**src/rtl/mux_arb_pkg.sv**
```systemverilog
// mux_arb_pkg: shared types and constants for the round-robin mux arbiter
package mux_arb_pkg;
  typedef enum logic {IDLE, GRANT} state_t;
  localparam int NUM_REQ = 4;
  localparam logic [1:0] SEL_A = 2'd0;
  localparam logic [1:0] SEL_B = 2'd1;
  localparam logic [1:0] SEL_C = 2'd2;
  localparam logic [1:0] SEL_D = 2'd3;
endpackage

```
**src/rtl/mux.sv**
```systemverilog
// mux: 4:1 data selector with output enable, zero when disabled
module mux #(
  parameter int WIDTH = 8
) (
  input  logic             enable,
  input  logic [1:0]       sel,
  input  logic [WIDTH-1:0] d0,
  input  logic [WIDTH-1:0] d1,
  input  logic [WIDTH-1:0] d2,
  input  logic [WIDTH-1:0] d3,
  output logic [WIDTH-1:0] y
);
  // pick the selected input, gated by enable
  always_comb y = !enable ? '0 : sel == 2'd0 ? d0 : sel == 2'd1 ? d1 : sel == 2'd2 ? d2 : d3;
endmodule

```
**src/rtl/mux_rr_arbiter.sv**
```systemverilog
// mux_rr_arbiter: round-robin burst arbiter sharing a 4:1 mux among four requesters
module mux_rr_arbiter
  import mux_arb_pkg::*;
#(
  parameter int WIDTH     = 8,
  parameter int MAX_BURST = 4
) (
  input  logic             clk,
  input  logic             reset,
  input  logic [3:0]       req,
  input  logic [WIDTH-1:0] data_a,
  input  logic [WIDTH-1:0] data_b,
  input  logic [WIDTH-1:0] data_c,
  input  logic [WIDTH-1:0] data_d,
  input  logic             out_ready,
  output logic [WIDTH-1:0] out_data,
  output logic             out_valid,
  output logic [3:0]       grant,
  output logic [1:0]       sel,
  output logic             busy
);
  localparam int BW = $clog2(MAX_BURST + 1);
  state_t state;
  logic [1:0] last;
  logic [1:0] win;
  logic [BW-1:0] beats;
  logic accept;
  logic done;
  assign busy = state == GRANT;
  assign out_valid = busy && req[sel];
  assign accept = out_valid && out_ready;
  assign done = accept && beats == BW'(MAX_BURST - 1);
  // rotate-priority pick: first requester after last, wrapping, last one lowest
  always_comb begin
    win = last;
    for (int i = NUM_REQ; i >= 1; i--)
      if (req[2'(last + 2'(i))]) win = 2'(last + 2'(i));
  end
  // arbiter FSM: grant on request in IDLE, release on withdrawal or full burst
  always_ff @(posedge clk or posedge reset) begin
    if (reset) begin
      state <= IDLE;
      grant <= '0;
      sel   <= SEL_A;
      last  <= SEL_D;
      beats <= '0;
    end else if (state == IDLE) begin
      grant <= '0;
      if (|req) begin
        state <= GRANT;
        sel   <= win;
        grant <= 4'b0001 << win;
        last  <= win;
        beats <= '0;
      end
    end else begin
      if (accept) beats <= beats + 1'b1;
      if (!req[sel] || done) begin
        state <= IDLE;
        grant <= '0;
      end
    end
  end
  mux #(.WIDTH(WIDTH)) u_mux (
    .enable(busy),
    .sel   (sel),
    .d0    (data_a),
    .d1    (data_b),
    .d2    (data_c),
    .d3    (data_d),
    .y     (out_data)
  );
endmodule
```
**config.mk**
```make
export PLATFORM = sky130hd
export DESIGN_NAME = mux_rr_arbiter
export DESIGN_NICKNAME = d
export VERILOG_FILES = /design/src/rtl/mux_arb_pkg.sv /design/src/rtl/mux.sv /design/src/rtl/mux_rr_arbiter.sv
export SDC_FILE = /design/constraint.sdc
export NUM_CORES = 1
export LEC_CHECK = 0
export CAP_MARGIN = 0
export CORE_UTILIZATION = 38
export CTS_BUF_LIST = sky130_fd_sc_hd__clkbuf_8
export DETAILED_ROUTE_END_ITERATION = 8
export PLACE_DENSITY = 0.82
export SYNTH_ARGS = -nofsm -noshare
export SYNTH_HDL_FRONTEND = slang
export SYNTH_SLANG_ARGS = --single-unit
export TNS_END_PERCENT = 10
```
**constraint.sdc**
```tcl
create_clock -name clk -period 2 [get_ports clk]
set_input_delay 0.3 -clock clk [delete_from_list [all_inputs] [get_ports clk]]
set_output_delay 0.3 -clock clk [all_outputs]
set_load 0.03 [all_outputs]
```
Yosys cells after proc, flatten, opt, wreduce, memory -nomap -nowiden
Index checks and enable logic that the tools add are counted.

cells by class
  mux-type cells = 24
  bitwise gates (word level) = 1
  equality and inequality tests = 5
  order comparisons = 4
  div/mod/pow operators = 0
  multipliers = 0
  shift-type cells = 1
  add/subtract/negate cells = 4
  reductions and logical operators = 10

operators by type and width
  cell                 number
  $mux 8               4
  $lt 2x3->1 const B   4
  $mux 4               3
  $mux 3               3
  $bmux 1 s2           4
  $mux 1               7
  $mux 2               3
  $add 2x2->2 const B  2
  $ne 2x1->1 const B   2
  $reduce_and 2->1     2
  $reduce_or 4->1      1
  $shl 1x2->4 const A  1
  $add 3x1->3 const B  1
  $eq 3x2->1 const B   1
  $logic_and 1x1->1    3
  $add 2x1->2 const B  1
  $eq 2x1->1 const B   1
  $eq 2x2->1 const B   1
  $logic_not 2->1      1
  $reduce_bool 2->1    1
  $logic_not 1->1      1
  $logic_or 1x1->1     1
  $not 1->1            1

word-level totals
  register bits = 12
  output and inout port bits = 16
  latch bits = 0
  RAM bits = 0
  bits in read-only memories = 0
  memories kept = 0

Logic depth before layout (Yosys ltp)
  depth after elaboration = 9
  depth in mapped cells = 5
  depth with buffers taken out = 4

By module
A second synthesis with hierarchy kept.

unflattened totals
  cells, all modules = 86
  area total of the unflattened synthesis = 870.8 µm²

modules (own cells, without submodules)
  module          seq. area each (µm²)  cells an instance  area an instance (µm²)  times used
  mux_rr_arbiter  302.8                 57                 615.6                   1
  mux             0.0                   29                 255.2                   1

Worst setup path after synthesis
No wires, ideal clock.

  path type = reg2reg
  start = register sel[0]
  end = register beats[1]
  path slack = 0.062 ns
  buffers on the path = 1
  arrival time = 1.810 ns
  stages on the path, launching flop included = 6
  setup time = 0.127 ns
  clock period less this slack = 1.938 ns
  path through = dfrtp_1 -> buf_6 -> mux4_2 -> and2_4 -> nand2_2 -> mux2_1

on the way
  cells in the longest elaborated chain, start to end = 6

RTL lines
  item                          RTL line              source
  start, declared               mux_rr_arbiter.sv:19  output logic [1:0] sel,
  start signal, assigned        mux_rr_arbiter.sv:51  sel <= win;
  $bmux 1 s2                    mux_rr_arbiter.sv:30  assign out_valid = busy && req[sel];
  $mux 1 (implied by the code)  mux_rr_arbiter.sv:30
  $logic_and 1x1->1             mux_rr_arbiter.sv:30
  named net out_valid           mux_rr_arbiter.sv:17  output logic out_valid,
  $logic_and 1x1->1             mux_rr_arbiter.sv:31  assign accept = out_valid && out_ready;
  $ne 2x1->1 (no line)          n/a
  $reduce_and 2->1 (no line)    n/a
  end signal, assigned          mux_rr_arbiter.sv:57  if (accept) beats <= beats + 1'b1;
  end, declared                 mux_rr_arbiter.sv:26  logic [BW-1:0] beats;

The timed path passes the listed nets, and every way through them passes these cells. The select of a mux whose other input is x is not followed.
A chain may end at the register's enable or synchronous reset.

Worst setup path after layout
  start = register sel[0]
  end = output port out_valid

on the way
  cells in the longest elaborated chain, start to end = 3

RTL lines
  item                          RTL line
  $bmux 1 s2                    mux_rr_arbiter.sv:30
  $mux 1 (implied by the code)  mux_rr_arbiter.sv:30
  $logic_and 1x1->1             mux_rr_arbiter.sv:30
  end, declared                 mux_rr_arbiter.sv:17

Every way passes these cells. The select of a mux whose other input is x is not followed.

==> summary.md <==
| Metric | Value |
|---|---|
| Reg2reg start | `sel[0]` |
| Io pins | `55` |
| Die W | `51.03 um` |
| Setup TNS | `0 ns` |
| WL per Instance | `14.42 um` |
| Register-to-Register Setup Slack | `0.22 ns` |
| Vias per cell | `5.238` |
| Top area cells in the synthesized netlist | `dfrtp_1 27%, mux4_1 23%, dfstp_2 5.8%` |
| Leak pwr | `0.6934 nW` |
| Worst-margin pin slew | `0.4940 ns` |
| Cell taking the most area after synthesis | `dfrtp_1` |
| Tmin final | `1.957 ns` |
| Overall Global Routing Usage | `20.92%` |
| Post-cts hold buffer count | `0` |
| Setup WS pre-CTS | `-0.2547 ns` |
| Initial drt markers | `4` |
| P&R area growth vs syn | `70.69%` |
| Total grt overflow | `0` |
| PnR worst setup slack | `0.04334 ns` |
| Relative slew slack | `67.07%` |
| Status | `finished clean` |
| Max Fanout on Critical Path | `3` |
| CTS clk-pin slew, worst paths | `0.05 ns` |
| Placed cell areas | `1551 um2` |
| Core Footprint | `2233 um2` |
| CTS sink count | `12` |
| VDD IR max | `0.9796 mV` |
| Share of cells above drive strength 1 | `22.86%` |
| Critical path startpoint category | `register` |
| Arrival @ worst endpoint | `1.66 ns` |
| Final core area utilization | `69.80%` |
| DRC Markers | `0` |
| P_int | `0.001201 W` |
| Netlist cell types | `31` |
| Proportion of power drawn by flip-flops and latches | `24.0%` |
| Comb pwr share | `65.7%` |
| Nets | `182` |
| Antenna viol nets, final | `0` |
| FILL cells | `162` |
| Synth Register Bits | `12` |
| Final Skew | `0.007428 ns` |
| Largest net degree at the start of global routing | `14` |
| Final setup fails | `0` |
| Final HPWL DP | `1956 um` |
| Commonest non-fill, non-tap cell in the layout | `clkdlybuf4s50_1` |
| Hold Violations, Final | `0` |
| Sw Pwr | `0.0009185 W` |
| CTS H-tree depth | `1` |
| First-pass DRT Iterations | `3` |
| RSZ-0062 raised after global routing | `true` |
| Initial core utilization | `40.90%` |
| Worst EP required | `1.70 ns` |
| Detailed Route WL | `2423 um` |
| MaxCap Viol Count | `0` |
| # diodes | `0` |
| Die area | `2604 um2` |
| Later-pin clock latency in the skew report | `0.24 ns` |
| EDFF count, synth | `0` |
| Sw Ratio | `43.33%` |
| Cell area after layout | `1559 um2` |
| Number of global-route vias before repair | `965` |
| CP Capture Type | `primary output` |
| Vias | `880` |
| CTS tree | `yes` |
| IO Port Bufs | `54` |
| First-pass GRT wire length | `4071 um` |
| # rows | `17` |
| Height of the die | `51.03 um` |
| Max-slew violations | `0` |
| Post-synth ARST share | `100.0%` |
| Cts bufs inserted | `3` |
| Max Fclk | `0.5111 GHz` |
| Worst hold path type | `in2async` |
| Post-synth net total | `116` |
| Initial antenna violation count | `0` |
| Kind of critical path | `reg2out` |
| Share of the clock period used by the worst path after layout | `97.83%` |
| Seq/Total Area, Yosys | `33.15%` |
| RePlAce Congestion | `0.6942` |
| Post-synth top area share | `27.40%` |
| Synthesized cell area | `913.4 um2` |
| CTS Root Cell | `clkbuf_8` |
| Syn avg cell area | `12.18 um2` |
| Clock share of power | `10.3%` |
| Cells after synthesis | `75` |
| Clock buffer depth | `2` |
| Most frequent cells in the layout | `45 x clkdlybuf4s50_1, 12 x buf_4, 9 x dfrtp_1` |
| CP startpoint | `sel[0]` |
| Most used DFF post-synth | `dfrtp_1` |
| Synth Warn # | `0` |
| P per Cell Area | `1360 nW/um2` |
## sequential cells by signal, indices dropped and copies added (netlist names)
name and cells:
last 2, sel 2, busy 1, beats 3
grant 4
## worst paths after layout
path / depth (start not counted) / to
setup / recovery: 4 / out_valid
hold / removal: 2 / grant[2]
setup reg to reg: 6 / beats[1]
hold reg to reg: 1 / grant[1]
max in group asynchronous: 2 / last[0]
min in group clk: 1 / grant[1]
## per-layer routing
layer	global-route usage, %	wire length (um)	share of wire (%)	vias to the layer above
li1	-	-	-	420
met1	19.92	886	37	417
met2	41.67	1256	52	41
met3	5.952	274	11	2
met4	6.944	6	0.25	0
met5	0	0	0	-
## cells by family after synthesis
family / Yosys count / synth area share, %
fa+ha+maj: 2 / 2.739
simple gates: 24 / 15.34
mux: 13 / 30.00
compound gates: 16 / 14.52
flops: 12 / 33.15
buf+inv: 8 / 4.246
## per-stage QoR
| stage | hold WS, ns | instances | total power [W] |
|---|---|---|---|
| finish | 0.3550 | 168 | 0.002119 |
| global route | 0.4065 | 168 | 0.002259 |
| CTS | 0.3712 | 168 | 0.002200 |
| detailed placement | 0.4732 | 164 | 0.002010 |
| global placement | 0.4729 | 164 | 0.001972 |
| floorplan | 0.1633 | 75 | 0.001416 |
## timing repair
| item | CTS | global route |
|---|---|---|
| gates resized for setup | 30 | 14 |
| buffers inserted | 0 | 0 |
| endpoints found under the setup margin | 9 | 9 |
## cell usage after synthesis (3+ instances only)
library cell  count
and2_1            8
nor2_1            4
a21oi_1           4
mux4_1            8
inv_1             3
clkbuf_1          3
mux2i_1           3
dfrtp_1          10
## final cells by class
| type | instances | area (um2) | share of cell area, % |
|---|---|---|---|
| clock buffers | 3 | 41.29 | 2.648 |
| multi-input cells | 55 | 571.8 | 36.68 |
| flip-flops and latches | 12 | 304.0 | 19.50 |
| well taps | 28 | 35.03 | 2.247 |
| clock inverters | 1 | 3.754 | 0.2408 |
| inverters | 3 | 11.26 | 0.7223 |
| repair buffers | 66 | 591.8 | 37.96 |
## critical path: stages, from the launching register on
cell and delay [ns]:
dfrtp_1 0.37, buf_4 0.13, mux4_2 0.47, and2_4 0.18
clkdlybuf4s15_2 0.27
## power groups by stage
stage | clock (W) | combinational (W) | sequential (W)
2_1_floorplan | 0 | 0.000862 | 0.000554
3_3_place_gp | 0 | 0.00147 | 0.000504
3_5_place_dp | 0 | 0.00150 | 0.000513
4_1_cts | 0.000223 | 0.00146 | 0.000514
5_1_grt | 0.000239 | 0.00149 | 0.000531
6_report | 0.000218 | 0.00139 | 0.000508
(Power assumes the default switching activity.)
